<file path="config.mk">
export PLATFORM = sky130hd
export DESIGN_NAME = if_id_buf
export DESIGN_NICKNAME = d
export VERILOG_FILES = /design/src/rtl/if_id_buf_pkg.sv /design/src/rtl/if_id_buf.sv
export SDC_FILE = /design/constraint.sdc
export NUM_CORES = 1
export LEC_CHECK = 0
export ABC_AREA = 1
export CAP_MARGIN = 20
export CORE_MARGIN = 3
export CORE_UTILIZATION = 51
export DETAILED_ROUTE_END_ITERATION = 6
export HOLD_SLACK_MARGIN = 0.02
export PLACE_DENSITY = 0.89
export SLEW_MARGIN = 10
export SYNTH_ARGS = -nofsm -noshare
export SYNTH_HDL_FRONTEND = slang
export SYNTH_SLANG_ARGS = --single-unit
</file>
<file path="constraint.sdc">
create_clock -name clk -period 2.18 [get_ports clk]
set_input_delay 0.654 -clock clk [delete_from_list [all_inputs] [get_ports clk]]
set_output_delay 0.654 -clock clk [all_outputs]
set_load 0.005 [all_outputs]
</file>
<file path="src/rtl/if_id_buf_pkg.sv">
// Shared types and constants for the IF/ID decoupling buffer.
// Widths and the canonical NOP live here so IF, this buffer and ID agree.
package if_id_buf_pkg;

  localparam int INST_W = 32;
  localparam int ADDR_W = 32;

  localparam logic [INST_W-1:0] NOP_INST_WORD = 32'h0000_0013;  // ADDI x0,x0,0
  localparam logic [ADDR_W-1:0] ZERO_ADDR     = '0;

  typedef struct packed {
    logic [INST_W-1:0] inst;
    logic [ADDR_W-1:0] pc;
  } ifid_entry_t;

  // Occupancy update for one accepted edge; callers guarantee push is never
  // set when full and pop is never set when empty.
  function automatic logic [1:0] next_count(input logic [1:0] count,
                                            input logic       push,
                                            input logic       pop);
    return count + {1'b0, push} - {1'b0, pop};
  endfunction

endpackage

</file>
<file path="src/rtl/if_id_buf.sv">
// Two-entry skid buffer between the IF fetch FSM and the ID decoder.
// Presents the oldest entry to ID, or a NOP when nothing is buffered.
module if_id_buf
  import if_id_buf_pkg::*;
#(
  parameter int                DEPTH    = 2,
  parameter logic [INST_W-1:0] NOP_INST = NOP_INST_WORD
) (
  input  logic              clk,
  input  logic              rst,
  input  logic              rdy,
  input  logic [INST_W-1:0] inst_IF_i,
  input  logic [ADDR_W-1:0] pc_IF_i,
  input  logic              valid_IF_i,
  output logic              ready_IF_o,
  input  logic              flush_i,
  output logic [INST_W-1:0] inst_ID_o,
  output logic [ADDR_W-1:0] pc_ID_o,
  output logic              valid_ID_o,
  input  logic              ready_ID_i
);

  localparam int PTR_W = $clog2(DEPTH);
  localparam int CNT_W = $clog2(DEPTH + 1);
  localparam logic [CNT_W-1:0] FULL_CNT = CNT_W'(DEPTH);

  ifid_entry_t      entry_q [DEPTH];
  ifid_entry_t      entry_d [DEPTH];
  logic [PTR_W-1:0] rd_ptr_q, rd_ptr_d;
  logic [PTR_W-1:0] wr_ptr_q, wr_ptr_d;
  logic [CNT_W-1:0] count_q, count_d;

  logic push;
  logic pop;

  // Handshake is derived only from registered occupancy, so ready_IF_o
  // never combinationally depends on ready_ID_i.
  always_comb begin
    ready_IF_o = rdy & (count_q != FULL_CNT) & ~flush_i;
    valid_ID_o = (count_q != '0);
    push       = valid_IF_i & ready_IF_o;
    pop        = valid_ID_o & ready_ID_i & rdy & ~flush_i;
    inst_ID_o  = valid_ID_o ? entry_q[rd_ptr_q].inst : NOP_INST;
    pc_ID_o    = valid_ID_o ? entry_q[rd_ptr_q].pc   : ZERO_ADDR;
  end

  always_comb begin
    entry_d  = entry_q;
    rd_ptr_d = rd_ptr_q;
    wr_ptr_d = wr_ptr_q;
    count_d  = count_q;
    if (rdy) begin
      if (flush_i) begin
        // Stale entries stay in storage; count=0 hides them from ID.
        rd_ptr_d = '0;
        wr_ptr_d = '0;
        count_d  = '0;
      end else begin
        if (push) begin
          entry_d[wr_ptr_q].inst = inst_IF_i;
          entry_d[wr_ptr_q].pc   = pc_IF_i;
          wr_ptr_d               = wr_ptr_q + PTR_W'(1);
        end
        if (pop) begin
          rd_ptr_d = rd_ptr_q + PTR_W'(1);
        end
        count_d = next_count(count_q, push, pop);
      end
    end
  end

  always_ff @(posedge clk) begin
    if (rst) begin
      for (int i = 0; i < DEPTH; i++) begin
        entry_q[i] <= '0;
      end
      rd_ptr_q <= '0;
      wr_ptr_q <= '0;
      count_q  <= '0;
    end else begin
      entry_q  <= entry_d;
      rd_ptr_q <= rd_ptr_d;
      wr_ptr_q <= wr_ptr_d;
      count_q  <= count_d;
    end
  end

endmodule

</file>
==> flow_summary.json, run 1 <==
{
  "grt_max_degree": 51,
  "hp-class": "flip-flop to flip-flop",
  "drt_pre_antenna_iters": 5,
  "route.detailed.drc": 0,
  "finalSetupTns_ns": -0.924,
  "layout.nets": 1226,
  "power_leakage_nw": 4.58,
  "drtIter0Drc": 565,
  "yosys.area.top_type_share_pct": 42.6,
  "dieArea_sq_um": 13500,
  "diodes": 0,
  "slowest_delay_ns": 0.35,
  "grt_usage_pct": 25.7,
  "ys_ff_latch": 132,
  "crit_arrival_ns": 1.64,
  "stdcell_count": 1309,
  "irDropWorstVdd_mv": 0.622,
  "slew_viol_final": 0,
  "clk_path_buf_depth": 2,
  "synthTopCellsByArea": "dfxtp_1 43%, nand2_1 16%, nor2_1 16%",
  "path_clk_slew_ns": 0.05,
  "ys_types": 17,
  "startpoint_type": "flip-flop",
  "fin_skew_ns": 0.00447,
  "wl_per_cell_um": 14.1,
  "htree_num_levels": 4,
  "hold_violations": 0,
  "dp.cells": 1249,
  "final_cell_mix": "265 x nand2_1, 261 x nor2_1, 132 x inv_1",
  "grt_pass1_vias": 5910,
  "fp.dieH_um": 116,
  "worst_pin_slew_ns": 0.343,
  "slew_headroom_pct": 77.2,
  "antenna_found_initial": 0,
  "drive_gt1_share_pct": 20.3,
  "vias_per_cell": 4.93,
  "num-fill-cells": 825,
  "syn_nets": 1069,
  "final_common_cell": "nand2_1",
  "worstSetupEndpointType": "output pin",
  "clkLatencyLatePin_ns": 0.41,
  "clock_sinks": 132,
  "avgSynthCellArea_sq_um": 6.22,
  "fin_crit_sh_pct": 105,
  "pre_cts_ws_ns": -0.349,
  "coreArea_sq_um": 11700,
  "die_x_um": 116,
  "p_per_area_nw_per_um2": 631,
  "cts-buffers-inserted": 17,
  "synth.cell_area_sq_um": 6200,
  "area_delta_synth_final_pct": 44.5,
  "gp_congestion": 0.768,
  "period_minus_slack_ns": 2.29,
  "synth_top_area_cell": "dfxtp_1",
  "outcome": "finished, violations left",
  "dp_hpwl_um": 9810,
  "grt_pass1_wl_um": 27500,
  "path_class": "flip-flop to output pin",
  "worstPathMaxFanout": 7,
  "synth_seq_area_share_pct": 42.6,
  "via_count": 6450,
  "grt_setup_unrepaired": "yes",
  "fin_ws_ns": -0.110,
  "grt-ovfl-total": 0,
  "port_buffers": 135,
  "io_pins": 136,
  "initial_utilization_pct": 53.2,
  "maxCapViolCount": 0,
  "syn_inst": 997,
  "crit_chain": "nor2_4, inv_4, buf_6, buf_12, buf_4, o21ai_2, a21oi_2, buf_2",
  "tritoncts": "done",
  "critPathSlowestCell": "dfxtp_4",
  "violations": "negative setup slack",
  "setup_viol": 17,
  "fmax_ghz": 0.437,
  "rows": 39,
  "fin_total_pwr_mw": 5.66,
  "yosys_warnings": 0,
  "finalWirelength_um": 18400,
  "drtAntennaViolNets": 0,
  "cts-root-buf": "clkbuf_16",
  "cp_data_required_time_ns": 1.53
}
==> where the power goes <==
part           total, mW  leakage [nW]  switching (mW)  internal (mW)
Sequential          2.54          1.07          0.0490           2.49
Clock               2.60         0.266            1.00           1.60
Combinational      0.518          3.25           0.265          0.253
Total               5.66          4.58            1.32           4.34
==> cells in the mapped netlist <==
cell type and count:
a21boi_1 1, a21oi_1 67, buf_2 14, buf_4 2, buf_6 11, clkbuf_1 35
dfxtp_1 132, ha_1 2, inv_1 134, inv_2 1, nand2_1 265, nand3_1 1
nand4_1 3, nor2_1 262, nor2_4 1, nor3_1 1, o21ai_0 65
==> worst max-delay path, delay by kind of cell, from the launching register on <==
family	cells	cell delay, ns
AOI/OAI and AO/OA	2	0.13
buffers and inverters	5	0.59
DFF	1	0.35
and+or+nand+nor	1	0.15
==> area by class of cell <==
type | count | area, sq um | share of cell area [%]
Multi-Input combinational cell | 668 | 3120 | 34.8
Sequential cell | 132 | 2650 | 29.6
Timing Repair Buffer | 200 | 1970 | 22.0
Clock buffer | 27 | 514 | 5.74
Inverter | 135 | 510 | 5.70
Tap cell | 143 | 179 | 2.00
Clock inverter | 4 | 20.0 | 0.223
==> state kept, by name, indices dropped and copies added, names as in the netlist <==
register  cells
count_q       2
entry_q     128
rd_ptr_q      1
wr_ptr_q      1
==> final timing paths <==
path,slack [ns],start,depth (start not counted),end
worst min register to register,0.49,wr_ptr_q$_SDFFE_PP0P_,2,wr_ptr_q$_SDFFE_PP0P_
worst max-delay path,-0.11,count_q[1]$_SDFFE_PP0P_,8,pc_ID_o[10]
worst max register to register,0.42,count_q[0]$_SDFFE_PP0P_,12,count_q[1]$_SDFFE_PP0P_
worst min-delay path,0.49,wr_ptr_q$_SDFFE_PP0P_,2,wr_ptr_q$_SDFFE_PP0P_
==> logic make-up after synthesis <==
kind of cell / after synthesis / synth area share, %
simple gates: 533 / 32.5
buf+inv: 197 / 13.7
compound gates: 133 / 10.8
flops: 132 / 42.6
fa+ha+maj: 2 / 0.403
==> through the flow <==
stage,hold WS [ns],cell area [sq um],util (%)
final,0.489,8960,76.8
after global routing,0.536,8960,76.8
after CTS,0.477,8660,74.2
after detailed placement,0.470,7870,67.4
after global placement,0.462,7870,67.4
after floorplan,0.453,6200,-
==> repair_timing <==
item | 4_1_cts | 5_1_grt
pin swaps | 1 | 4
endpoints found under the hold margin | 0 | 0
hold buffers | 0 | 0
setup buffers | 11 | 12
gates resized for setup | 331 | 87
setup endpoints to repair | 66 | 60
gates cloned | 7 | 3
==> layer usage <==
metal,GRT usage (%),wire length [um]
met1,30.4,7550
met4,11.1,365
met2,43.6,9220
met3,7.46,1290
met5,0,0
Power figures use the tool's default switching activity.
==> inputs of run 2 (changes only) <==
--- a/config.mk
+++ b/config.mk
@@ -6,6 +6,7 @@
 export NUM_CORES = 1
 export LEC_CHECK = 0
 export ABC_AREA = 1
+export ABC_CLOCK_PERIOD_IN_PS = 2180
 export CAP_MARGIN = 20
 export CORE_MARGIN = 3
 export CORE_UTILIZATION = 51
==> results of run 2 <==
Same layout as run 1: the final DEF is identical, and so are final timing and power.
==> inputs of run 3 (changes only) <==
--- a/config.mk
+++ b/config.mk
@@ -11,8 +11,9 @@
 export CORE_MARGIN = 3
 export CORE_UTILIZATION = 51
 export DETAILED_ROUTE_END_ITERATION = 6
-export HOLD_SLACK_MARGIN = 0.02
+export HOLD_SLACK_MARGIN = 0.05
 export PLACE_DENSITY = 0.89
+export SKIP_CTS_REPAIR_TIMING = 1
 export SLEW_MARGIN = 10
 export SYNTH_ARGS = -nofsm -noshare
 export SYNTH_HDL_FRONTEND = slang
==> run 3 against run 2 <==
Net effect:
- the run still ends with negative setup slack left
- critical endpoint is now pc_ID_o[18]
- clock power about the same
- largest cell class unchanged
- highest routed layer unchanged
- clock skew about the same
- clock-buffer cell count unchanged
==> flow_summary.json, run 3 (synthesis results as in run 1) <==
{
  "outcome": "finished, violations left",
  "violations": "negative setup slack",
  "grt_usage_pct": 22.7,
  "wl_per_cell_um": 13.7,
  "initial_utilization_pct": 53.2,
  "worst_pin_slew_ns": 0.343,
  "grt_pass1_vias": 5668,
  "gp_congestion": 0.768,
  "cts-root-buf": "clkbuf_16",
  "dp_hpwl_um": 9810,
  "area_delta_synth_final_pct": 45.3,
  "fin_crit_sh_pct": 108,
  "maxCapViolCount": 0,
  "fin_ws_ns": -0.184,
  "setup_viol": 58,
  "power_leakage_nw": 4.56,
  "route.detailed.drc": 0,
  "hold_depth": 2,
  "pre_cts_ws_ns": -0.349,
  "finalSetupTns_ns": -4.94,
  "fin_skew_ns": 0.00417,
  "grt-ovfl-total": 0,
  "largest_reg_flops": 128,
  "irDropWorstVdd_mv": 0.613,
  "final_common_cell": "nand2_1",
  "drive_gt1_share_pct": 21.6,
  "worst_hold_path.endpoint": "wr_ptr_q$_SDFFE_PP0P_",
  "rows": 39,
  "cts-buffers-inserted": 17,
  "io_pins": 136,
  "clockPowerShare_pct": 45.7,
  "crit_arrival_ns": 1.71,
  "gr-usage-met3_pct": 7.62,
  "via_count": 6487,
  "path_class": "flip-flop to output pin",
  "reg2reg_depth": 13,
  "tritoncts": "done",
  "r2r_start": "count_q[0]$_SDFFE_PP0P_",
  "min_from": "wr_ptr_q$_SDFFE_PP0P_",
  "largest_registers": "entry_q (128), count_q (2)",
  "grt-busiest-layer": "met2",
  "layout.nets": 1220,
  "grtUsageMet2_pct": 37.9,
  "hp-class": "flip-flop to flip-flop",
  "diodes": 0,
  "clk_path_buf_depth": 2,
  "p_switching_mw": 1.30,
  "drtAntennaViolNets": 0,
  "p_per_area_nw_per_um2": 626,
  "path_clk_slew_ns": 0.05,
  "clock_sinks": 132,
  "combPwrFrac_pct": 9.2,
  "r2r_slack_ns": 0.43,
  "swShare_pct": 23.0,
  "p_int_mw": 4.34,
  "startpoint_type": "flip-flop",
  "drt_pre_antenna_iters": 7,
  "fp.dieH_um": 116,
  "clkLatencyLatePin_ns": 0.41,
  "grt_pass1_wl_um": 24700,
  "worstPathMaxFanout": 8,
  "cp_data_required_time_ns": 1.53,
  "fmax_ghz": 0.423,
  "dieArea_sq_um": 13500,
  "die_x_um": 116,
  "grt_max_degree": 51,
  "htree_num_levels": 4,
  "vias_per_cell": 4.98,
  "slew_viol_final": 0,
  "seqPwrFrac_pct": 45.0,
  "final_cell_mix": "264 x nand2_1, 260 x nor2_1, 132 x inv_1",
  "antenna_found_initial": 0,
  "period_minus_slack_ns": 2.36,
  "worstSetupEndpointType": "output pin",
  "finalWirelength_um": 17800,
  "largest-register": "entry_q",
  "use_met1_pct": 27.5,
  "r2r-end": "count_q[1]$_SDFFE_PP0P_",
  "coreArea_sq_um": 11700,
  "slew_headroom_pct": 77.1,
  "grt_setup_unrepaired": "yes",
  "port_buffers": 135,
  "hold_violations": 0,
  "drtIter0Drc": 501
}
run 3: final cells by class:
| cell class | count | area, sq um |
|---|---|---|
| sequential | 132 | 2650 |
| clock buffer | 27 | 514 |
| tap | 143 | 179 |
| clock inverter | 4 | 20.0 |
| multi-input combinational | 668 | 3210 |
| inverter | 135 | 522 |
| fill | 810 | 2650 |
| timing repair buffer | 194 | 1910 |
run 3: critical path, cell delays in order, from the launching register on:
cell and delay (ns):
dfxtp_2 0.32, nor2_2 0.12, bufinv_8 0.21, buf_8 0.13, buf_12 0.14, buf_4 0.13, o21ai_2 0.05, a21oi_2 0.05
buf_2 0.12
run 3: power groups by stage:
stage	combinational [mW]	clock (mW)	sequential, mW
after global routing	0.577	2.74	2.55
after CTS	0.467	2.62	2.52
after floorplan	0.227	0	2.57
final	0.521	2.58	2.54
after detailed placement	0.459	0	2.57
after global placement	0.452	0	2.57
run 3: worst max-delay path by stage:
stage	endpoint	cells past startpoint	start	slack [ns]
finish	pc_ID_o[18]	8	count_q[0]$_SDFFE_PP0P_	-0.18
global route	inst_ID_o[11]	8	count_q[0]$_SDFFE_PP0P_	-0.24
CTS	pc_ID_o[15]	6	count_q[1]$_SDFFE_PP0P_	-0.54
detailed placement	ready_IF_o	4	rdy	-0.35
global placement	ready_IF_o	4	rdy	-0.34
floorplan	count_q[1]$_SDFFE_PP0P_	10	rdy	0.37
run 3: metrics by stage:
stage	area (sq um)	std cells	hold slack, ns	util, %	total power [mW]
after floorplan	6200	997	0.453	-	2.79
after global placement	7870	1249	0.462	67.4	3.02
after detailed placement	7870	1249	0.470	67.4	3.03
after CTS	8400	1280	0.477	72.0	5.60
after global routing	9010	1303	0.504	77.3	5.87
final	9010	1303	0.476	77.3	5.64
run 3: per-layer routing:
metal / wire, um / share of wire, %
met3: 1420 / 8.0
met2: 8900 / 50
met1: 7250 / 41
met5: 0 / 0
met4: 263 / 1.5
